--- config.mk ---
export PLATFORM = sky130hd
export DESIGN_NAME = avl_cmd_pipe_bridge
export DESIGN_NICKNAME = d
export VERILOG_FILES = /design/src/rtl/avl_bridge_pkg.sv /design/src/rtl/avl_skid_buf.sv /design/src/rtl/avl_cmd_pipe_bridge.sv
export SDC_FILE = /design/constraint.sdc
export NUM_CORES = 1
export LEC_CHECK = 0
export BUFFER_PORTS_ARGS = -buffer_cell sky130_fd_sc_hd__buf_2
export CORE_AREA = 10 10 226 228
export DETAILED_ROUTE_END_ITERATION = 7
export DIE_AREA = 0 0 236 238
export GPL_ROUTABILITY_DRIVEN = 0
export PLACE_DENSITY = 0.66
export SYNTH_ARGS = -nofsm -noshare
export SYNTH_HDL_FRONTEND = slang
export SYNTH_SLANG_ARGS = --single-unit
--- constraint.sdc ---
create_clock -name iCLK -period 8.7 [get_ports iCLK]
set_input_delay 1.74 -clock iCLK [delete_from_list [all_inputs] [get_ports iCLK]]
set_output_delay 1.74 -clock iCLK [all_outputs]
set_load 0.01 [all_outputs]
--- src/rtl/avl_bridge_pkg.sv ---
// Shared types and constants for the Avalon-MM command pipeline bridge.
package avl_bridge_pkg;

    localparam int AVL_ADDR_W = 26;
    localparam int AVL_DATA_W = 128;
    localparam int AVL_SIZE_W = 8;

    // Bit positions inside err_flags
    localparam int ERR_UNEXP_RDV = 0;
    localparam int ERR_RW_BOTH   = 1;

    // One buffered command; is_write=0 means read
    typedef struct packed {
        logic [AVL_ADDR_W-1:0] address;
        logic [AVL_DATA_W-1:0] writedata;
        logic [AVL_SIZE_W-1:0] size;
        logic                  burstbegin;
        logic                  is_write;
    } avl_cmd_t;

    // A zero burst size still moves one beat
    function automatic logic [AVL_SIZE_W:0] burst_beats(input logic [AVL_SIZE_W-1:0] size);
        return (size == '0) ? (AVL_SIZE_W + 1)'(1) : {1'b0, size};
    endfunction

endpackage

--- src/rtl/avl_skid_buf.sv ---
// Two-entry valid/ready skid register. M drives the output, K catches the
// one command that arrives while M is stalled. The upstream stall is a
// register, so no combinational path runs from out_ready_i to in_ready_o.
module avl_skid_buf
    import avl_bridge_pkg::*;
#(
    parameter type T = avl_cmd_t
) (
    input  logic clk_i,
    input  logic rst_ni,
    input  logic in_valid_i,
    input  T     in_data_i,
    output logic in_ready_o,
    output logic out_valid_o,
    output T     out_data_o,
    input  logic out_ready_i
);

    logic m_valid_q, m_valid_d;
    logic k_valid_q, k_valid_d;
    T     m_data_q, m_data_d;
    T     k_data_q, k_data_d;
    logic wait_q;
    logic accept;
    logic issue;

    assign accept      = in_valid_i & ~wait_q;
    assign issue       = m_valid_q & out_ready_i;
    assign in_ready_o  = ~wait_q;
    assign out_valid_o = m_valid_q;
    assign out_data_o  = m_data_q;

    // Next-state of the two slots: K refills M on issue, otherwise new data lands in the free slot
    always_comb begin
        m_valid_d = m_valid_q;
        k_valid_d = k_valid_q;
        m_data_d  = m_data_q;
        k_data_d  = k_data_q;
        if (issue) begin
            if (k_valid_q) begin
                m_data_d  = k_data_q;
                k_valid_d = 1'b0;
            end else if (accept) begin
                m_data_d  = in_data_i;
            end else begin
                m_valid_d = 1'b0;
            end
        end else if (accept) begin
            if (!m_valid_q) begin
                m_valid_d = 1'b1;
                m_data_d  = in_data_i;
            end else begin
                k_valid_d = 1'b1;
                k_data_d  = in_data_i;
            end
        end
    end

    // Slot registers; stall comes up during reset and then tracks K occupancy
    always_ff @(posedge clk_i or negedge rst_ni) begin
        if (!rst_ni) begin
            m_valid_q <= 1'b0;
            k_valid_q <= 1'b0;
            m_data_q  <= '0;
            k_data_q  <= '0;
            wait_q    <= 1'b1;
        end else begin
            m_valid_q <= m_valid_d;
            k_valid_q <= k_valid_d;
            m_data_q  <= m_data_d;
            k_data_q  <= k_data_d;
            wait_q    <= k_valid_d;
        end
    end

endmodule

--- src/rtl/avl_cmd_pipe_bridge.sv ---
// Registered Avalon-MM bridge between the DDR3 RW test master and the
// controller port: skid-buffered command path, read-beat credit limiter,
// registered read return and sticky protocol error flags.
// A read burst larger than MAX_RD_PENDING can never be issued, so the
// master must keep its burst sizes within that limit.
module avl_cmd_pipe_bridge
    import avl_bridge_pkg::*;
#(
    parameter int ADDR_W         = AVL_ADDR_W,
    parameter int DATA_W         = AVL_DATA_W,
    parameter int SIZE_W         = AVL_SIZE_W,
    parameter int MAX_RD_PENDING = 16,
    parameter int CNT_W          = 5
) (
    input  logic              iCLK,
    input  logic              iRST_n,
    input  logic [ADDR_W-1:0] s_address,
    input  logic [DATA_W-1:0] s_writedata,
    input  logic              s_read,
    input  logic              s_write,
    input  logic [SIZE_W-1:0] s_size,
    input  logic              s_burstbegin,
    output logic              s_waitrequest,
    output logic [DATA_W-1:0] s_readdata,
    output logic              s_readdatavalid,
    output logic [ADDR_W-1:0] m_address,
    output logic [DATA_W-1:0] m_writedata,
    output logic              m_read,
    output logic              m_write,
    output logic [SIZE_W-1:0] m_size,
    output logic              m_burstbegin,
    input  logic              m_waitrequest,
    input  logic [DATA_W-1:0] m_readdata,
    input  logic              m_readdatavalid,
    output logic [CNT_W-1:0]  rd_pending,
    output logic [1:0]        err_flags
);

    // Wide enough to hold rd_pending + beats without wrapping
    localparam int SUM_W = ((CNT_W > SIZE_W + 1) ? CNT_W : SIZE_W + 1) + 1;

    avl_cmd_t          cmd_in;
    avl_cmd_t          cmd_m;
    logic              cmd_in_valid;
    logic              cmd_in_ready;
    logic              m_valid;
    logic              cmd_ready;
    logic [SIZE_W:0]   m_beats;
    logic [SUM_W-1:0]  credit_sum;
    logic              rd_block;
    logic              rd_issue;
    logic [CNT_W-1:0]  rd_pending_q, rd_pending_d;
    logic [1:0]        err_q, err_d;
    logic [DATA_W-1:0] rdata_q;
    logic              rdv_q;

    // A simultaneous read+write is forwarded as a write
    always_comb begin
        cmd_in.address    = s_address;
        cmd_in.writedata  = s_writedata;
        cmd_in.size       = s_size;
        cmd_in.burstbegin = s_burstbegin;
        cmd_in.is_write   = s_write;
    end

    assign cmd_in_valid  = s_read | s_write;
    assign s_waitrequest = ~cmd_in_ready;

    avl_skid_buf #(
        .T (avl_cmd_t)
    ) u_skid (
        .clk_i       (iCLK),
        .rst_ni      (iRST_n),
        .in_valid_i  (cmd_in_valid),
        .in_data_i   (cmd_in),
        .in_ready_o  (cmd_in_ready),
        .out_valid_o (m_valid),
        .out_data_o  (cmd_m),
        .out_ready_i (cmd_ready)
    );

    // Hold a read in M while its beats would overflow the controller read FIFO
    assign m_beats    = burst_beats(cmd_m.size);
    assign credit_sum = SUM_W'(rd_pending_q) + SUM_W'(m_beats);
    assign rd_block   = m_valid & ~cmd_m.is_write & (credit_sum > SUM_W'(MAX_RD_PENDING));
    assign cmd_ready  = ~m_waitrequest & ~rd_block;
    assign rd_issue   = m_valid & ~cmd_m.is_write & cmd_ready;

    assign m_address    = cmd_m.address;
    assign m_writedata  = cmd_m.writedata;
    assign m_size       = cmd_m.size;
    assign m_burstbegin = cmd_m.burstbegin;
    assign m_write      = m_valid & cmd_m.is_write;
    assign m_read       = m_valid & ~cmd_m.is_write & ~rd_block;

    // Pending-beat counter and sticky error flags; a stray readdatavalid leaves the count at zero
    always_comb begin
        rd_pending_d = rd_pending_q;
        err_d        = err_q;
        if (rd_issue) begin
            rd_pending_d = rd_pending_d + CNT_W'(m_beats);
        end
        if (m_readdatavalid) begin
            if (rd_pending_q == '0) begin
                err_d[ERR_UNEXP_RDV] = 1'b1;
            end else begin
                rd_pending_d = rd_pending_d - CNT_W'(1);
            end
        end
        if (s_read && s_write) begin
            err_d[ERR_RW_BOTH] = 1'b1;
        end
    end

    // Credit, error and read-return registers
    always_ff @(posedge iCLK or negedge iRST_n) begin
        if (!iRST_n) begin
            rd_pending_q <= '0;
            err_q        <= '0;
            rdata_q      <= '0;
            rdv_q        <= 1'b0;
        end else begin
            rd_pending_q <= rd_pending_d;
            err_q        <= err_d;
            rdata_q      <= m_readdata;
            rdv_q        <= m_readdatavalid;
        end
    end

    assign rd_pending      = rd_pending_q;
    assign err_flags       = err_q;
    assign s_readdata      = rdata_q;
    assign s_readdatavalid = rdv_q;

endmodule
==> flow_metrics.py, run 1 <==
metrics = {
    "drt": {
        "drt_first_iter_violations": 724,
        "drt_wl_total_um": 51000,
        "wire_per_inst_um": 20.3,
        "drc_errors": 0,
        "via_count": 12100,
        "drtAntennaViolNets": 0,
        "dr.pass1.iters": 4,
        "vias_per_cell": 4.82,
    },
    "layout": {
        "syn2layout_area_growth_pct": 21.4,
        "multi_input_area_um2": 5510,
        "drive_gt1_share_pct": 44.7,
        "fin_util_pct": 49.1,
        "fillers": 4115,
        "ff_latch_area_um2": 11700,
        "fin_cells": 2509,
        "nNetsFinal": 2165,
    },
    "flow_run": {
        "drv_cap": 0,
    },
    "grt": {
        "grt_pass1_wl_um": 77900,
        "grt_usage_pct": 17.5,
        "antenna_found_initial": 15,
        "grt_overflow": 0,
        "grt_max_degree": 190,
        "grt_pass1_vias": 13100,
    },
    "floorplanning": {
        "core_area_um2": 46400,
        "io_pins": 599,
        "start_util_pct": 40.4,
        "die_width_um": 236,
        "die_h_um": 238,
        "rows": 79,
        "dieArea_um2": 56200,
    },
    "critical_path": {
        "reg2reg_setup_slack_ns": 4.09,
        "arrival_ns": 3.26,
        "path_cells": "nor4_1, a21o_1, ha_1, inv_1, fa_1, xnor2_1, nor3b_2, o21ai_1, a2111oi_0, buf_2",
        "cp-start-kind": "flip-flop",
        "path_delay_family": "compound AO/OA/AOI/OAI gates",
        "path_class": "reg2out",
        "slowest_stage": "dfrtp_1",
        "cpPeakStageDelay_ns": 0.42,
        "crit_fanout": 5,
        "worst-path-buf-inv": 2,
        "cp-end-kind": "output port",
        "crit_required_ns": 6.96,
        "critical_path_depth": 10,
        "reg2reg_depth": 13,
    },
    "logic_synthesis": {
        "ys_seq_elements": 467,
        "synth.largest_area_cell": "dfrtp_1",
        "synth_edf_count": 0,
        "yosysTopAreaCellShare_pct": 62.2,
        "syn_inst": 1439,
        "syn-num-nets": 1743,
        "synth_warnings": 0,
        "synth_area_per_cell_um2": 13.0,
        "synth.yosys.seq_area_share_pct": 62.3,
        "ys.flop_type": "dfrtp_1",
        "yosysMostFrequentCell": "dfrtp_1",
        "ys_types": 39,
        "synth_commonest_cells": "dfrtp_1 (466), mux2i_1 (169), nand2_1 (169)",
        "netlist_area_um2": 18700,
        "yosys-top-cells-area": "dfrtp_1 (62%), mux2_2 (9.4%), mux2i_1 (9.0%)",
        "synthArstFlopShare_pct": 100,
    },
    "timing": {
        "worst_slew_pin_slew_ns": 1.09,
        "finalHoldWorstSlack_ns": 0.470,
        "fmax_mhz": 200,
        "layout_min_cycle_time_ns": 5.00,
        "period_share_pct": 57.5,
        "slew_headroom_pct": 27.5,
        "fin_skew_ns": 0.0152,
        "fin_setup_tns_ns": 0,
        "setup_viol": 0,
        "rsz0062_at_grt": "false",
        "timing.final.max_slew_violations": 0,
        "hold_violations": 0,
    },
    "place": {
        "dp_hpwl_um": 37600,
        "io_buffers": 598,
        "dp.cells": 2418,
    },
    "pwr": {
        "power_w": 0.00857,
        "pwr_density_cell_nw_per_um2": 376,
        "power.leakage_nw": 11.9,
        "ir_worst_vdd_v": 0.000251,
    },
    "clocking": {
        "worstSkewPairLatency_ns": 0.57,
        "post_cts_buffers": 0,
        "cts_root_buf": "clkbuf_16",
        "cts.path.max_buffers": 3,
        "postCtsHoldBufs": 0,
        "cts_resized": 0,
        "cts_sinks": 467,
        "cts_tree": "yes",
        "clkTransAtPathRegs_ns": 0.06,
        "htreeDepth": 2,
        "cts_buffers": 48,
    },
    "run_status": {
        "status": "completed",
    },
    "min_path": {
        "holdPathStages": 2,
        "hp-class": "reg2reg",
    },
}
## worst register-to-register path, delay by kind of cell (launching register included)
kind            cells  cell delay [ns]
compound gates      4             1.25
simple gates        3             0.67
buf+inv             2             0.63
fa+ha+maj           2             0.61
mux                 1             0.60
flops               1             0.42
xor+xnor            1             0.31
## kinds of logic (layout without fill, tap and decap cells)
group / after synthesis / in the layout / synth area share [%]
compound gates: 187 / 187 / 5.23
simple gates: 195 / 195 / 4.13
mux: 334 / 334 / 18.9
xor+xnor: 8 / 8 / 0.374
other cells: 0 / 4 / 0
buf+inv: 241 / 700 / 8.50
fa+ha+maj: 7 / 7 / 0.507
flops: 467 / 467 / 62.3
## metrics by stage
step	setup slack, ns	instance area (um^2)
after floorplan	4.41	18700
after global placement	4.25	21100
after detailed placement	4.08	21100
after CTS	3.63	22800
after global routing	3.44	22800
final	3.70	22800
## final timing paths
check,from,to
max,u_skid.out_data_o[3],m_read
min,u_skid.out_data_o[103],u_skid.out_data_o[103]
max reg2reg,u_skid.out_data_o[3],u_skid.k_data_q[139]
min reg2reg,u_skid.out_data_o[103],u_skid.out_data_o[103]
max in group asynchronous,iRST_n,s_readdata[11]
min in group asynchronous,iRST_n,u_skid.out_data_o[13]
## cell usage in the layout, fill, tap and decap left out, types with 2 or more instances in the layout
| cell type | count |
|---|---|
| buf_2 | 597 |
| dfrtp_1 | 466 |
| nand2_1 | 169 |
| mux2i_1 | 169 |
| o21ai_0 | 166 |
| mux2_2 | 157 |
| clkbuf_16 | 48 |
| clkbuf_8 | 13 |
| nor2_1 | 11 |
| clkbuf_1 | 11 |
| mux2_1 | 8 |
| a21oi_1 | 7 |
| ha_1 | 6 |
| buf_4 | 6 |
| inv_1 | 5 |
| xnor2_1 | 5 |
| bufinv_16 | 5 |
| diode_2 | 4 |
| nor3_1 | 4 |
| clkinv_2 | 4 |
| buf_12 | 4 |
| xor2_1 | 3 |
| clkinv_4 | 3 |
| a21o_1 | 2 |
| nand3_1 | 2 |
| nor3b_2 | 2 |
| nor2b_1 | 2 |
| nand2b_1 | 2 |
| inv_6 | 2 |
## per-layer routing
metal  global-route usage (%)  wire length (um)  vias up
li1                         -                 -     5575
met1                     19.3             18900     6034
met2                     31.2             26800      376
met3                     5.86              4050       86
met4                     5.79              1080       22
met5                        0               149        -
## sequential cells by signal, indices dropped and copies added (netlist names)
| name | flops |
|---|---|
| err_flags | 2 |
| s_readdatavalid | 1 |
| s_readdata | 128 |
| u_skid.out_valid_o | 1 |
| u_skid.out_data_o | 164 |
| u_skid.k_valid_q | 1 |
| u_skid.k_data_q | 164 |
| rd_pending | 5 |
| u_skid.wait_q | 1 |
## cell type report
class	instances	share of cell area (%)
antenna	4	0.0440
clock inverter	15	1.01
sequential	467	51.3
tap	607	3.34
timing repair buffer	608	13.7
inverter	5	0.0825
multi-input combinational	731	24.2
clock buffer	72	6.24
## power by group
group	switching, W	internal (W)
registers	0.000463	0.00301
clock network	0.000848	0.00128
logic	0.00163	0.00133
total	0.00294	0.00563
Power figures use the tool's default switching activity.
==> inputs of run 2 (changes only) <==
--- a/config.mk
+++ b/config.mk
@@ -6,11 +6,12 @@
 export NUM_CORES = 1
 export LEC_CHECK = 0
 export BUFFER_PORTS_ARGS = -buffer_cell sky130_fd_sc_hd__buf_2
-export CORE_AREA = 10 10 226 228
+export CORE_ASPECT_RATIO = 0.6
+export CORE_MARGIN = 10
+export CORE_UTILIZATION = 46
 export DETAILED_ROUTE_END_ITERATION = 7
-export DIE_AREA = 0 0 236 238
 export GPL_ROUTABILITY_DRIVEN = 0
-export PLACE_DENSITY = 0.66
+export PLACE_DENSITY = 0.76
 export SYNTH_ARGS = -nofsm -noshare
 export SYNTH_HDL_FRONTEND = slang
 export SYNTH_SLANG_ARGS = --single-unit
==> constraint.sdc (replaced) <==
create_clock -name iCLK -period 4.53 [get_ports iCLK]
set_input_delay 0.906 -clock iCLK [delete_from_list [all_inputs] [get_ports iCLK]]
set_output_delay 0.906 -clock iCLK [all_outputs]
set_load 0.01 [all_outputs]
==> flow_metrics.py, run 2 (same netlist as run 1, synthesis figures left out) <==
metrics = {
    "grt": {
        "grt_overflow": 0,
        "grt_usage_pct": 19.6,
        "grt_pass1_wl_um": 76000,
        "grt_max_degree": 146,
        "grt_pass1_vias": 12900,
        "antenna_found_initial": 9,
    },
    "place": {
        "dpl_cell_area_um2": 21300,
        "dp_hpwl_um": 37400,
        "pre_cts_slack_ns": 0.323,
        "io_buffers": 598,
    },
    "timing": {
        "layout_min_cycle_time_ns": 4.29,
        "fin_setup_tns_ns": 0,
        "slew_headroom_pct": 38.0,
        "fin_skew_ns": 0.0197,
        "setup_viol": 0,
        "rsz0062_at_grt": "true",
        "hold_violations": 0,
        "period_share_pct": 94.6,
        "timing.final.max_slew_violations": 0,
        "setup_slack_ns": 0.244,
        "finalHoldWorstSlack_ns": 0.414,
        "worst_slew_pin_slew_ns": 0.931,
        "fmax_mhz": 233,
    },
    "clocking": {
        "cts_resized": 0,
        "cts_buffers": 43,
        "cts_sinks": 467,
        "worstSkewPairLatency_ns": 0.55,
        "htreeDepth": 2,
        "postCtsHoldBufs": 0,
        "cts.path.max_buffers": 3,
        "post_cts_buffers": 0,
        "cts_root_buf": "clkbuf_16",
        "cts_tree": "yes",
        "clkTransAtPathRegs_ns": 0.06,
    },
    "pwr": {
        "power.leakage_nw": 11.9,
        "switchingPower_w": 0.00569,
        "switching_share_pct": 35.2,
        "share_comb_of_total_power_pct": 36.7,
        "power_frac_seq_pct": 41.3,
        "pwr_density_cell_nw_per_um2": 712,
        "ir_worst_vdd_v": 0.000350,
        "pwr-share-clk_pct": 22.0,
        "p_int_w": 0.0105,
    },
    "layout": {
        "ff_latch_area_um2": 11700,
        "final_cell_mix": "buf_2 (597), dfrtp_1 (466), nand2_1 (169), mux2i_1 (169), o21ai_0 (166)",
        "multi_input_area_um2": 5530,
        "final_cell_area_um2": 22700,
        "syn2layout_area_growth_pct": 21.0,
        "final_common_cell": "buf_2",
        "fillers": 3329,
        "drive_gt1_share_pct": 45.0,
        "nNetsFinal": 2179,
    },
    "min_path": {
        "hp-class": "in2async",
    },
    "flow_run": {
        "drv_cap": 0,
    },
    "run_status": {
        "status": "completed",
    },
    "drt": {
        "drc_errors": 0,
        "vias_per_cell": 4.90,
        "drt_wl_total_um": 50200,
        "dr.pass1.iters": 4,
        "wire_per_inst_um": 20.5,
        "drt_first_iter_violations": 664,
        "drtAntennaViolNets": 0,
        "via_count": 12000,
    },
    "critical_path": {
        "cpPeakStageDelay_ns": 0.44,
        "crit_required_ns": 3.62,
        "arrival_ns": 3.38,
        "path_class": "reg2out",
        "cp-start-kind": "flip-flop",
        "path_delay_family": "compound AO/OA/AOI/OAI gates",
        "slowest_stage": "fa_1",
        "path_cells": "nor4_1, a21o_1, ha_1, inv_1, fa_1, xnor2_1, nor3b_2, o21ai_1, a2111oi_2, buf_2",
        "cp-startpoint": "u_skid.out_data_o[3]",
        "cp-end-kind": "output port",
        "crit_fanout": 5,
        "worst-path-buf-inv": 2,
        "rr_startpoint": "u_skid.out_data_o[3]",
    },
    "floorplanning": {
        "dieArea_um2": 49500,
        "rows": 57,
        "io_pins": 599,
        "die_h_um": 176,
        "start_util_pct": 46.4,
        "die_width_um": 281,
        "core_area_um2": 40400,
    },
}
## run 2: layer usage
| layer | GRT usage (%) | share of wire [%] | wire (um) |
|---|---|---|---|
| met5 | 0 | 0 | 0 |
| met3 | 5.50 | 6.2 | 3130 |
| met2 | 34.6 | 52 | 26400 |
| met4 | 6.14 | 2.5 | 1240 |
| met1 | 22.8 | 39 | 19500 |
## run 2: final timing paths
path | to | slack, ns | cells past startpoint
max | m_read | 0.24 | 10
min | s_readdata[57] | 0.41 | 1
max reg2reg | u_skid.k_data_q[68] | 0.29 | 13
min reg2reg | u_skid.out_data_o[133] | 0.47 | 2
max in group asynchronous | s_readdata[4] | 2.99 | 2
min in group iCLK | s_readdata[97] | 0.46 | 1
## run 2: through the flow
stage / util, % / instances / total power (W)
after floorplan: - / 1439 / 0.0113
final: 56.2 / 2447 / 0.0162
after global placement: 52.7 / 2361 / 0.0124
after global routing: 56.2 / 2447 / 0.0172
after detailed placement: 52.7 / 2361 / 0.0127
after CTS: 56.1 / 2440 / 0.0163
## run 2: worst register-to-register path: cells and delay by family, from the launching register on
kind / cells / cell delay (ns)
multiplexers: 2 / 0.74
flip-flops: 1 / 0.42
adder cells (fa/ha/maj): 2 / 0.62
AND/OR/NAND/NOR: 3 / 0.72
buffers and inverters: 2 / 0.46
AO/OA/AOI/OAI: 4 / 1.18
## run 2: area by class of cell
class                      count  area share [%]
timing repair buffer         627            15.0
sequential                   467            51.5
multi-input combinational    731            24.4
inverter                       5          0.0827
clock inverter                18           0.756
clock buffer                  61            5.31
tap                          531            2.93
antenna                        7          0.0772
## run 2: power by group through the flow
stage / logic, W / registers (W) / clock network, W
after global placement: 0.00577 / 0.00664 / 0
after global routing: 0.00652 / 0.00685 / 0.00384
final: 0.00592 / 0.00667 / 0.00356
after CTS: 0.00599 / 0.00667 / 0.00367
after floorplan: 0.00483 / 0.00649 / 0
after detailed placement: 0.00598 / 0.00672 / 0
